--- config.mk ---
export PLATFORM = sky130hd
export DESIGN_NAME = fifo_wr_arbiter
export DESIGN_NICKNAME = d
export VERILOG_FILES = /design/src/rtl/fifo_arb_pkg.sv /design/src/rtl/fifo_wr_arbiter_rr_pick.sv /design/src/rtl/fifo_wr_arbiter.sv
export SDC_FILE = /design/constraint.sdc
export NUM_CORES = 1
export LEC_CHECK = 0
export BUFFER_PORTS_ARGS = -buffer_cell sky130_fd_sc_hd__buf_4
export CAP_MARGIN = 20
export CORE_MARGIN = 5
export CORE_UTILIZATION = 32
export DETAILED_ROUTE_END_ITERATION = 6
export GPL_ROUTABILITY_DRIVEN = 0
export GPL_TIMING_DRIVEN = 0
export PLACE_DENSITY = 0.79
export SYNTH_ARGS = -nofsm -noshare
export SYNTH_HDL_FRONTEND = slang
export SYNTH_SLANG_ARGS = --single-unit
export TNS_END_PERCENT = 5
--- constraint.sdc ---
create_clock -name clk_i -period 2.6 [get_ports clk_i]
set_input_delay 0.13 -clock clk_i [delete_from_list [all_inputs] [get_ports clk_i]]
set_output_delay 0.13 -clock clk_i [all_outputs]
set_load 0.01 [all_outputs]
--- src/rtl/fifo_arb_pkg.sv ---
`default_nettype none
// ============================================================================
// Module   : fifo_arb_pkg
// Purpose  : Shared state type, stat width and round-robin helper for the
//            fifo write arbiter and its picker.
// Revision : 1.0 - initial release
// ============================================================================
package fifo_arb_pkg;

    typedef enum logic {
        ARB_IDLE  = 1'b0,
        ARB_GRANT = 1'b1
    } arb_state_t;

    localparam int STAT_W  = 32;
    localparam int MAX_REQ = 32;
    localparam int MAX_IDX = $clog2(MAX_REQ);

    // First valid index after 'last', wrapping modulo n; returns 'last' when none valid.
    function automatic int rr_next(input int last, input logic [MAX_REQ-1:0] valid, input int n);
        int   cand;
        logic hit;
        rr_next = last;
        hit     = 1'b0;
        for (int i = 1; i <= MAX_REQ; i++) begin
            if (!hit && (i <= n)) begin
                cand = last + i;
                if (cand >= n) begin
                    cand = cand - n;
                end
                if (valid[cand[MAX_IDX-1:0]]) begin
                    rr_next = cand;
                    hit     = 1'b1;
                end
            end
        end
    endfunction

endpackage : fifo_arb_pkg
`default_nettype wire

--- src/rtl/fifo_wr_arbiter_rr_pick.sv ---
`default_nettype none
// ============================================================================
// Module   : rr_pick
// Purpose  : Combinational round-robin picker: scans from last_idx+1 upward.
// Revision : 1.0 - initial release
// ============================================================================
module rr_pick
    import fifo_arb_pkg::*;
#(
    parameter int N_REQ = 4,
    parameter int IDX_W = (N_REQ > 1) ? $clog2(N_REQ) : 1
) (
    input  logic [N_REQ-1:0] valid_i,
    input  logic [IDX_W-1:0] last_idx_i,
    output logic [IDX_W-1:0] idx_o,
    output logic             found_o
);

    logic [MAX_REQ-1:0] valid_ext;
    int                 pick;

    always_comb begin
        valid_ext                = '0;
        valid_ext[N_REQ-1:0]     = valid_i;
        pick                     = rr_next(int'(last_idx_i), valid_ext, N_REQ);
        idx_o                    = IDX_W'(pick);
        found_o                  = |valid_i;
    end

endmodule : rr_pick
`default_nettype wire

--- src/rtl/fifo_wr_arbiter.sv ---
`default_nettype none
// ============================================================================
// Module   : fifo_wr_arbiter
// Purpose  : Round-robin, burst-bounded sharing of one fifo write port between
//            N_REQ producers. Optional stats under FIFO_WR_ARB_STATS_EN.
// Revision : 1.0 - initial release
// ============================================================================
module fifo_wr_arbiter
    import fifo_arb_pkg::*;
#(
    parameter int DWIDTH    = 32,
    parameter int AWIDTH    = 4,
    parameter int N_REQ     = 4,
    parameter int BURST_LEN = 4
) (
    input  logic                    clk_i,
    input  logic                    arst_n_i,
    input  logic [N_REQ*DWIDTH-1:0] req_data_i,
    input  logic [N_REQ-1:0]        req_valid_i,
    output logic [N_REQ-1:0]        req_ready_o,
    output logic [DWIDTH-1:0]       fifo_data_o,
    output logic                    fifo_wrreq_o,
    input  logic                    fifo_full_i,
    input  logic [AWIDTH:0]         fifo_usedw_i,
    output logic [N_REQ-1:0]        grant_o,
    output logic                    busy_o
`ifdef FIFO_WR_ARB_STATS_EN
    ,
    output logic [N_REQ*STAT_W-1:0] stat_beats_o,
    output logic [STAT_W-1:0]       stat_full_cyc_o,
    output logic [AWIDTH:0]         stat_max_usedw_o
`endif
);

    localparam int IDX_W = (N_REQ > 1) ? $clog2(N_REQ) : 1;
    localparam int CNT_W = $clog2(BURST_LEN + 1);
    localparam logic [CNT_W-1:0] LAST_BEAT = CNT_W'(BURST_LEN - 1);

    arb_state_t       state_q, state_d;
    logic [IDX_W-1:0] owner_q, owner_d;
    logic [IDX_W-1:0] last_idx_q, last_idx_d;
    logic [CNT_W-1:0] beat_cnt_q, beat_cnt_d;
    logic [N_REQ-1:0] grant_q, grant_d;

    logic [IDX_W-1:0] pick_idx;
    logic             pick_found;
    logic             transfer;

    rr_pick #(
        .N_REQ (N_REQ),
        .IDX_W (IDX_W)
    ) u_rr_pick (
        .valid_i    (req_valid_i),
        .last_idx_i (last_idx_q),
        .idx_o      (pick_idx),
        .found_o    (pick_found)
    );

    always_comb begin
        state_d     = state_q;
        owner_d     = owner_q;
        last_idx_d  = last_idx_q;
        beat_cnt_d  = beat_cnt_q;
        grant_d     = grant_q;
        req_ready_o = '0;
        transfer    = 1'b0;

        case (state_q)
            ARB_IDLE: begin
                if (pick_found) begin
                    state_d    = ARB_GRANT;
                    owner_d    = pick_idx;
                    grant_d    = N_REQ'(1) << pick_idx;
                    beat_cnt_d = '0;
                end
            end
            ARB_GRANT: begin
                // Full stalls the burst without consuming a beat; the grant is kept.
                req_ready_o[owner_q] = !fifo_full_i;
                transfer             = req_valid_i[owner_q] && !fifo_full_i;
                if (transfer) begin
                    beat_cnt_d = beat_cnt_q + 1'b1;
                end
                if ((transfer && (beat_cnt_q == LAST_BEAT)) || !req_valid_i[owner_q]) begin
                    state_d    = ARB_IDLE;
                    last_idx_d = owner_q;
                    grant_d    = '0;
                    beat_cnt_d = '0;
                end
            end
            default: begin
                state_d = ARB_IDLE;
                grant_d = '0;
            end
        endcase
    end

    always_ff @(posedge clk_i or negedge arst_n_i) begin
        if (!arst_n_i) begin
            state_q    <= ARB_IDLE;
            owner_q    <= '0;
            last_idx_q <= IDX_W'(N_REQ - 1);
            beat_cnt_q <= '0;
            grant_q    <= '0;
        end else begin
            state_q    <= state_d;
            owner_q    <= owner_d;
            last_idx_q <= last_idx_d;
            beat_cnt_q <= beat_cnt_d;
            grant_q    <= grant_d;
        end
    end

    assign fifo_wrreq_o = transfer;
    assign fifo_data_o  = req_data_i[owner_q*DWIDTH +: DWIDTH];
    assign grant_o      = grant_q;
    assign busy_o       = (state_q == ARB_GRANT);

`ifdef FIFO_WR_ARB_STATS_EN
    logic [N_REQ-1:0][STAT_W-1:0] stat_beats_q, stat_beats_d;
    logic [STAT_W-1:0]            stat_full_cyc_q, stat_full_cyc_d;
    logic [AWIDTH:0]              stat_max_usedw_q, stat_max_usedw_d;

    always_comb begin
        stat_beats_d     = stat_beats_q;
        stat_full_cyc_d  = stat_full_cyc_q;
        stat_max_usedw_d = stat_max_usedw_q;
        if (transfer) begin
            stat_beats_d[owner_q] = stat_beats_q[owner_q] + 1'b1;
        end
        if ((state_q == ARB_GRANT) && fifo_full_i) begin
            stat_full_cyc_d = stat_full_cyc_q + 1'b1;
        end
        if (fifo_usedw_i > stat_max_usedw_q) begin
            stat_max_usedw_d = fifo_usedw_i;
        end
    end

    always_ff @(posedge clk_i or negedge arst_n_i) begin
        if (!arst_n_i) begin
            stat_beats_q     <= '0;
            stat_full_cyc_q  <= '0;
            stat_max_usedw_q <= '0;
        end else begin
            stat_beats_q     <= stat_beats_d;
            stat_full_cyc_q  <= stat_full_cyc_d;
            stat_max_usedw_q <= stat_max_usedw_d;
        end
    end

    assign stat_beats_o     = stat_beats_q;
    assign stat_full_cyc_o  = stat_full_cyc_q;
    assign stat_max_usedw_o = stat_max_usedw_q;
`else
    // usedw only feeds the stats; fold it so it is not left dangling.
    logic unused_usedw;
    assign unused_usedw = ^fifo_usedw_i;
`endif

endmodule : fifo_wr_arbiter
`default_nettype wire

# Word level (Yosys, flattened, before mapping)
# Cells that the tools add are included.
[op_classes]
n_addsub = 9
mul = 0
div = 0
magnitude_cmp = 10
eq_ne = 4
shifts = 2
mux = 43
bitwise_logic = 2
reduce_logical = 11
[ops]
columns = ["operator", "n"]
rows = [
  ["$ge A32 B4 Y1 const B", 4],
  ["$shiftx A128 B8 Y32", 1],
  ["$mux W5", 7],
  ["$lt A5 B6 Y1 const B", 4],
  ["$bmux W1 S5", 4],
  ["$mux W1", 14],
  ["$mux W2", 7],
  ["$mux W4", 3],
  ["$sub A3 B3 Y4 const B", 3],
  ["$mux W3", 3],
  ["$pmux W4 S2", 1],
  ["$reduce_and A2 Y1", 4],
  ["$add A2 B2 Y3 const B", 2],
  ["$pmux W3 S2", 1],
  ["$sub A4 B3 Y5 const B", 1],
  ["$add A2 B3 Y4 const B", 1],
  ["$and A4 B4 Y4", 1],
  ["$reduce_or A4 Y1", 1],
  ["$shl A1 B2 Y4 const A", 1],
  ["$add A2 B1 Y3 const B", 1],
  ["$add A3 B1 Y3 const B", 1],
  ["$eq A3 B2 Y1 const B", 1],
  ["$logic_and A1 B1 Y1", 3],
  ["$lt A2 B3 Y1 const B", 1],
  ["10 further kinds", 11],
]
[word_totals]
reg_bits = 12
latch_bits = 0
mem_bits_rw = 0
romBits = 0
input_bits = 140
output_inout_bits = 42
wordCells = 86
memories = 0

# Depth between registers and ports, before layout
[depth]
depth_word = 24
ltp_mapped = 9
mapped_depth_nobuf = 7

# Hierarchy
# From an unflattened synthesis, not the netlist that was laid out.
[hier_totals]
hier_cells = 134
area_unflattened_um2 = 1676.6
[by_module_without_submodules]
columns = ["module", "instances", "cells_per_inst", "area_each_um2"]
rows = [
  ["fifo_wr_arbiter", 1, 108, 1443.9],
  ["rr_pick", 1, 26, 232.7],
]

# Worst setup path before layout
# No wires, ideal clock.
[synth_timing]
path_type = "register to register"
start = "register last_idx_q[0]"
end = "register owner_q[0]"
setup_time_ps = 125
t_arrival_ps = 2287
t_required_ps = 2475
path_slack_ps = 188
stages_incl_launch_ff = 9
cell_sequence = "dfstp_2 > buf_6 > inv_1 > ha_1 > buf_2 > mux2_1 > a221o_2 > and3_4 > mux2_2"
[synth_between]
elab_chain_cells = 12
[synth_rtl]
columns = ["element", "line", "rtl"]
rows = [
  ["start: declaration", "fifo_wr_arbiter.sv:41", "logic [IDX_W-1:0] last_idx_q, last_idx_d;"],
  ["start signal: assignment", "fifo_wr_arbiter.sv:102", "last_idx_q <= IDX_W'(N_REQ - 1);"],
  ["start signal: assignment", "fifo_wr_arbiter.sv:108", "last_idx_q <= last_idx_d;"],
  ["$add A2 B1 Y3 or $add A2 B2 Y3 (tied branches)", "fifo_arb_pkg.sv:27", "cand = last + i;"],
  ["$ge A32 B4 Y1 or $sub A3 B3 Y4 (tied branches)", "fifo_arb_pkg.sv:28, fifo_arb_pkg.sv:29", ""],
  ["$mux W5", "fifo_arb_pkg.sv:28", "if (cand >= n) begin"],
  ["$bmux W1 S5 or $mux W5 (tied branches)", "fifo_arb_pkg.sv:31, fifo_arb_pkg.sv:26", ""],
  ["$mux W1 (implied by the code) or $bmux W1 S5 (tied branches)", "fifo_arb_pkg.sv:31", "if (valid[cand[MAX_IDX-1:0]]) begin"],
  ["$mux W2 or $mux W1 (tied branches)", "fifo_arb_pkg.sv:31", ""],
  ["$mux W2", "fifo_arb_pkg.sv:31", ""],
  ["$mux W2", "fifo_arb_pkg.sv:26", "if (!hit && (i <= n)) begin"],
  ["$mux W2", "fifo_arb_pkg.sv:31", ""],
  ["$mux W2", "fifo_arb_pkg.sv:26", ""],
  ["$mux W2", "fifo_arb_pkg.sv:31", ""],
  ["$mux W2 (*)", "fifo_arb_pkg.sv:26", ""],
  ["end signal: assignment", "fifo_wr_arbiter.sv:107", "owner_q <= owner_d;"],
  ["end: declaration", "fifo_wr_arbiter.sv:40", "logic [IDX_W-1:0] owner_q, owner_d;"],
]
# Mark *: on every way between the ends. The rest lies on a longest branch, timed or not. The select of a mux whose other input is x is not followed.
# A chain may end at the register's enable or synchronous reset.

# Worst setup path in the final report
[layout_timing]
start = "register last_idx_q[0]"
end = "register grant_q[2] (netlist: grant_o[2])"
[layout_between]
elab_chain_cells = 15
[layout_rtl]
columns = ["element", "line", "rtl"]
rows = [
  ["$add A2 B1 Y3 or $add A2 B2 Y3 (tied branches)", "fifo_arb_pkg.sv:27", ""],
  ["$ge A32 B4 Y1 or $sub A3 B3 Y4 (tied branches)", "fifo_arb_pkg.sv:28, fifo_arb_pkg.sv:29", ""],
  ["$mux W5", "fifo_arb_pkg.sv:28", ""],
  ["$bmux W1 S5 or $mux W5 (tied branches)", "fifo_arb_pkg.sv:31, fifo_arb_pkg.sv:26", ""],
  ["$mux W1 (implied by the code) or $bmux W1 S5 (tied branches)", "fifo_arb_pkg.sv:31", ""],
  ["$mux W2 or $mux W1 (tied branches)", "fifo_arb_pkg.sv:31", ""],
  ["$mux W2", "fifo_arb_pkg.sv:31", ""],
  ["$mux W2", "fifo_arb_pkg.sv:26", ""],
  ["$mux W2", "fifo_arb_pkg.sv:31", ""],
  ["$mux W2", "fifo_arb_pkg.sv:26", ""],
  ["$mux W2", "fifo_arb_pkg.sv:31", ""],
  ["$mux W2 (*)", "fifo_arb_pkg.sv:26", ""],
  ["$shl A1 B2 Y4 (*)", "fifo_wr_arbiter.sv:73", "grant_d = N_REQ'(1) << pick_idx;"],
  ["$mux W4 (*)", "fifo_wr_arbiter.sv:70", "if (pick_found) begin"],
  ["$pmux W4 S2 (*)", "fifo_wr_arbiter.sv:68", "case (state_q)"],
  ["end signal: assignment", "fifo_wr_arbiter.sv:110", "grant_q <= grant_d;"],
  ["end: declaration", "fifo_wr_arbiter.sv:43", "logic [N_REQ-1:0] grant_q, grant_d;"],
]
# Marked as above.

==> flow_summary.json <==
{
  "status": "complete, no violations",
  "p_total_mw": 3.04,
  "ant_nets": 0,
  "worstSetupStartpointType": "flip-flop",
  "slew_viol_final": 0,
  "final_cell_mix": "182 x buf_4, 33 x mux4_2, 10 x dfrtp_1",
  "hp-class": "primary input to flip-flop",
  "ff2ff_setup_slack_ns": 0.10,
  "cts_htree_levels": 1,
  "io_pins": 182,
  "setup_violations": 0,
  "drt_iter0_markers": 62,
  "r2r_end": "grant_o[2]",
  "final_core_util_pct": 63.1,
  "avgSynthCellArea_um2": 13.2,
  "worst_hold_path.endpoint": "beat_cnt_q[0]",
  "numCtsBuffers": 3,
  "peakVddDrop_mv": 0.656,
  "netlist_top_cells_area": "mux4_2 45%, dfrtp_1 15%, ha_1 5.3%",
  "clockBufferDepth": 2,
  "fin_crit_sh_pct": 96.1,
  "area_delta_synth_final_pct": 92.3,
  "grt_max_degree": 13,
  "hpwl_mm": 6.74,
  "drive_above_1_share_pct": 76.9,
  "yosysTopAreaCell": "mux4_2",
  "grt_use_total_pct": 21.1,
  "worstSetupPathType": "flip-flop to flip-flop",
  "seq_area_frac_synth_pct": 18.2,
  "fmax_mhz": 400,
  "wire_per_inst_um": 20.1,
  "grt_pass1_wl_mm": 10.7,
  "die_w_um": 82.1,
  "p_leak_nw": 1.54,
  "hold_viol": 0,
  "hold_depth": 4,
  "drc_errors": 0,
  "numPortBuffers": 176,
  "cp_max_fo": 8,
  "worstReg2RegStart": "last_idx_q[0]",
  "slew_headroom_pct": 56.5,
  "rr_worst_depth": 8,
  "syn_area_mm2": 0.00167,
  "routed_wirelength_mm": 7.70,
  "drv_cap": 0,
  "crit_required_ns": 2.73,
  "end_kind": "flip-flop",
  "vias_per_cell": 5.23,
  "start_util_pct": 32.8,
  "yosysWarnings": 0,
  "tightest_slew_ns": 0.652,
  "p_per_area_mw_per_mm2": 948,
  "finalCriticalPeriod_ns": 2.50,
  "path_clk_slew_ns": 0.05,
  "skew_ns": 0.00190,
  "cts_tree": "done",
  "layout.nets": 460,
  "synth-seq-cells": 12,
  "fp.dieArea_mm2": 0.00675,
  "worstHoldStart": "fifo_full_i",
  "hold_ws_ns": 0.254,
  "numClockSinks": 12,
  "clk_latency_ns": 0.24,
  "instances_no_fill": 382,
  "grt_pass1_vias": 2017,
  "cts_root_buf": "clkbuf_8",
  "placedCellCount": 372,
  "gr-total-overflow": 0,
  "fp.coreArea_mm2": 0.00507,
  "antenna_found_initial": 0,
  "fp-row-count": 26,
  "die_h_um": 82.1,
  "syn-num-nets": 273,
  "arrival_ns": 2.63,
  "syn_inst": 126,
  "final_common_cell": "buf_4",
  "drt-pass1-iter-count": 4,
  "setup-tns-final_ns": 0,
  "synth_top_area_share_pct": 44.6,
  "diodes": 0,
  "route.vias.total": 1996,
  "yosysUniqueCellTypes": 40
}
## how the worst max path moves through the flow
stage / cells after the start / startpoint / to / slack [ns]
5_1_grt: 8 / last_idx_q[0] / grant_o[2] / -0.008
3_5_place_dp: 9 / last_idx_q[0] / grant_o[0] / 0.04
2_1_floorplan: 8 / last_idx_q[0] / owner_q[0] / 0.19
4_1_cts: 9 / last_idx_q[0] / grant_o[0] / 0.02
3_3_place_gp: 8 / last_idx_q[0] / grant_o[2] / 0.08
6_report: 8 / last_idx_q[0] / grant_o[2] / 0.10
## through the flow
stage / worst slack, ns / instance area (µm²)
finish: 0.101 / 3200
global placement: 0.0780 / 3070
floorplan: 0.188 / 1670
CTS: 0.0240 / 3140
global route: -0.00797 / 3200
detailed placement: 0.0363 / 3070
## flip-flops by register name, indices dropped and copies added, names as in the netlist
register    cells
grant_o         4
last_idx_q      2
beat_cnt_q      3
owner_q         2
busy_o          1
## critical path: stages, from the launching register on
cell and delay, ns:
dfstp_2 0.56, buf_6 0.12, inv_1 0.08, ha_1 0.29, buf_4 0.16, mux2_1 0.33
a221o_2 0.41, and3_4 0.17, o41ai_2 0.27
## synthesized netlist by cell type
library cell and count:
a22oi_1 1, dfstp_2 2, and2_1 1, nor4_2 1, clkbuf_1 4, a32o_1 3
and3_1 1, a21oi_1 1, a222oi_1 1, mux2i_1 1, a21boi_1 1, a221oi_2 1
ha_1 7, mux4_2 33, o22ai_1 1, inv_1 3, or2b_1 1, nor3b_1 1
and3_4 1, a211oi_1 1, nand3_1 6, nand2b_1 1, mux2_4 1, nor2_1 8
o21ai_1 1, a31oi_1 2, buf_6 2, o41ai_2 2, and3b_1 2, buf_2 4
mux2_2 4, buf_1 1, nor2b_1 2, o21ai_0 2, a22o_1 1, nand2_1 5
a31o_2 1, a221o_2 1, dfrtp_1 10, mux2_1 4
## timing repair
item	4_1_cts	5_1_grt
hold buffers	1	0
gates resized for setup	0	5
setup endpoints to repair	0	6
hold endpoints to repair	12	0
setup buffers	0	5
## metal layers
| layer | GRT usage (%) | routed length [µm] | share of wire, % | up-vias |
|---|---|---|---|---|
| li1 | - | - | - | 910 |
| met1 | 24.9 | 2770 | 36 | 965 |
| met2 | 37.1 | 3990 | 52 | 103 |
| met3 | 6.18 | 750 | 9.7 | 18 |
| met4 | 6.15 | 182 | 2.4 | 0 |
| met5 | 0 | 0 | 0 | - |
## cell type report
class                   count  area, µm²
multi-input cells         100       1310
clock buffers               4       55.1
well taps                  70       87.6
plain buffers              11       63.8
flip-flops and latches     12        303
inverters                   3       11.3
fillers                   426       1870
repair buffers            182       1370
## logic make-up (layout without fill, tap and decap cells)
logic type               Yosys count  in the layout  share of synthesized area, %
buffers and inverters             14            200                          4.36
flip-flops                        12             12                          18.2
multiplexers                      43             43                          51.5
AND/OR/NAND/NOR                   30             30                          9.99
adder cells (fa/ha/maj)            7              7                          5.26
AO/OA/AOI/OAI                     20             20                          10.7
## power by group
group	switching (mW)	leakage, nW	internal, mW
clock network	0.0632	0.0288	0.133
registers	0.0585	0.149	0.268
logic	1.12	1.36	1.39
Note: power is estimated with default switching activity, not from simulation.
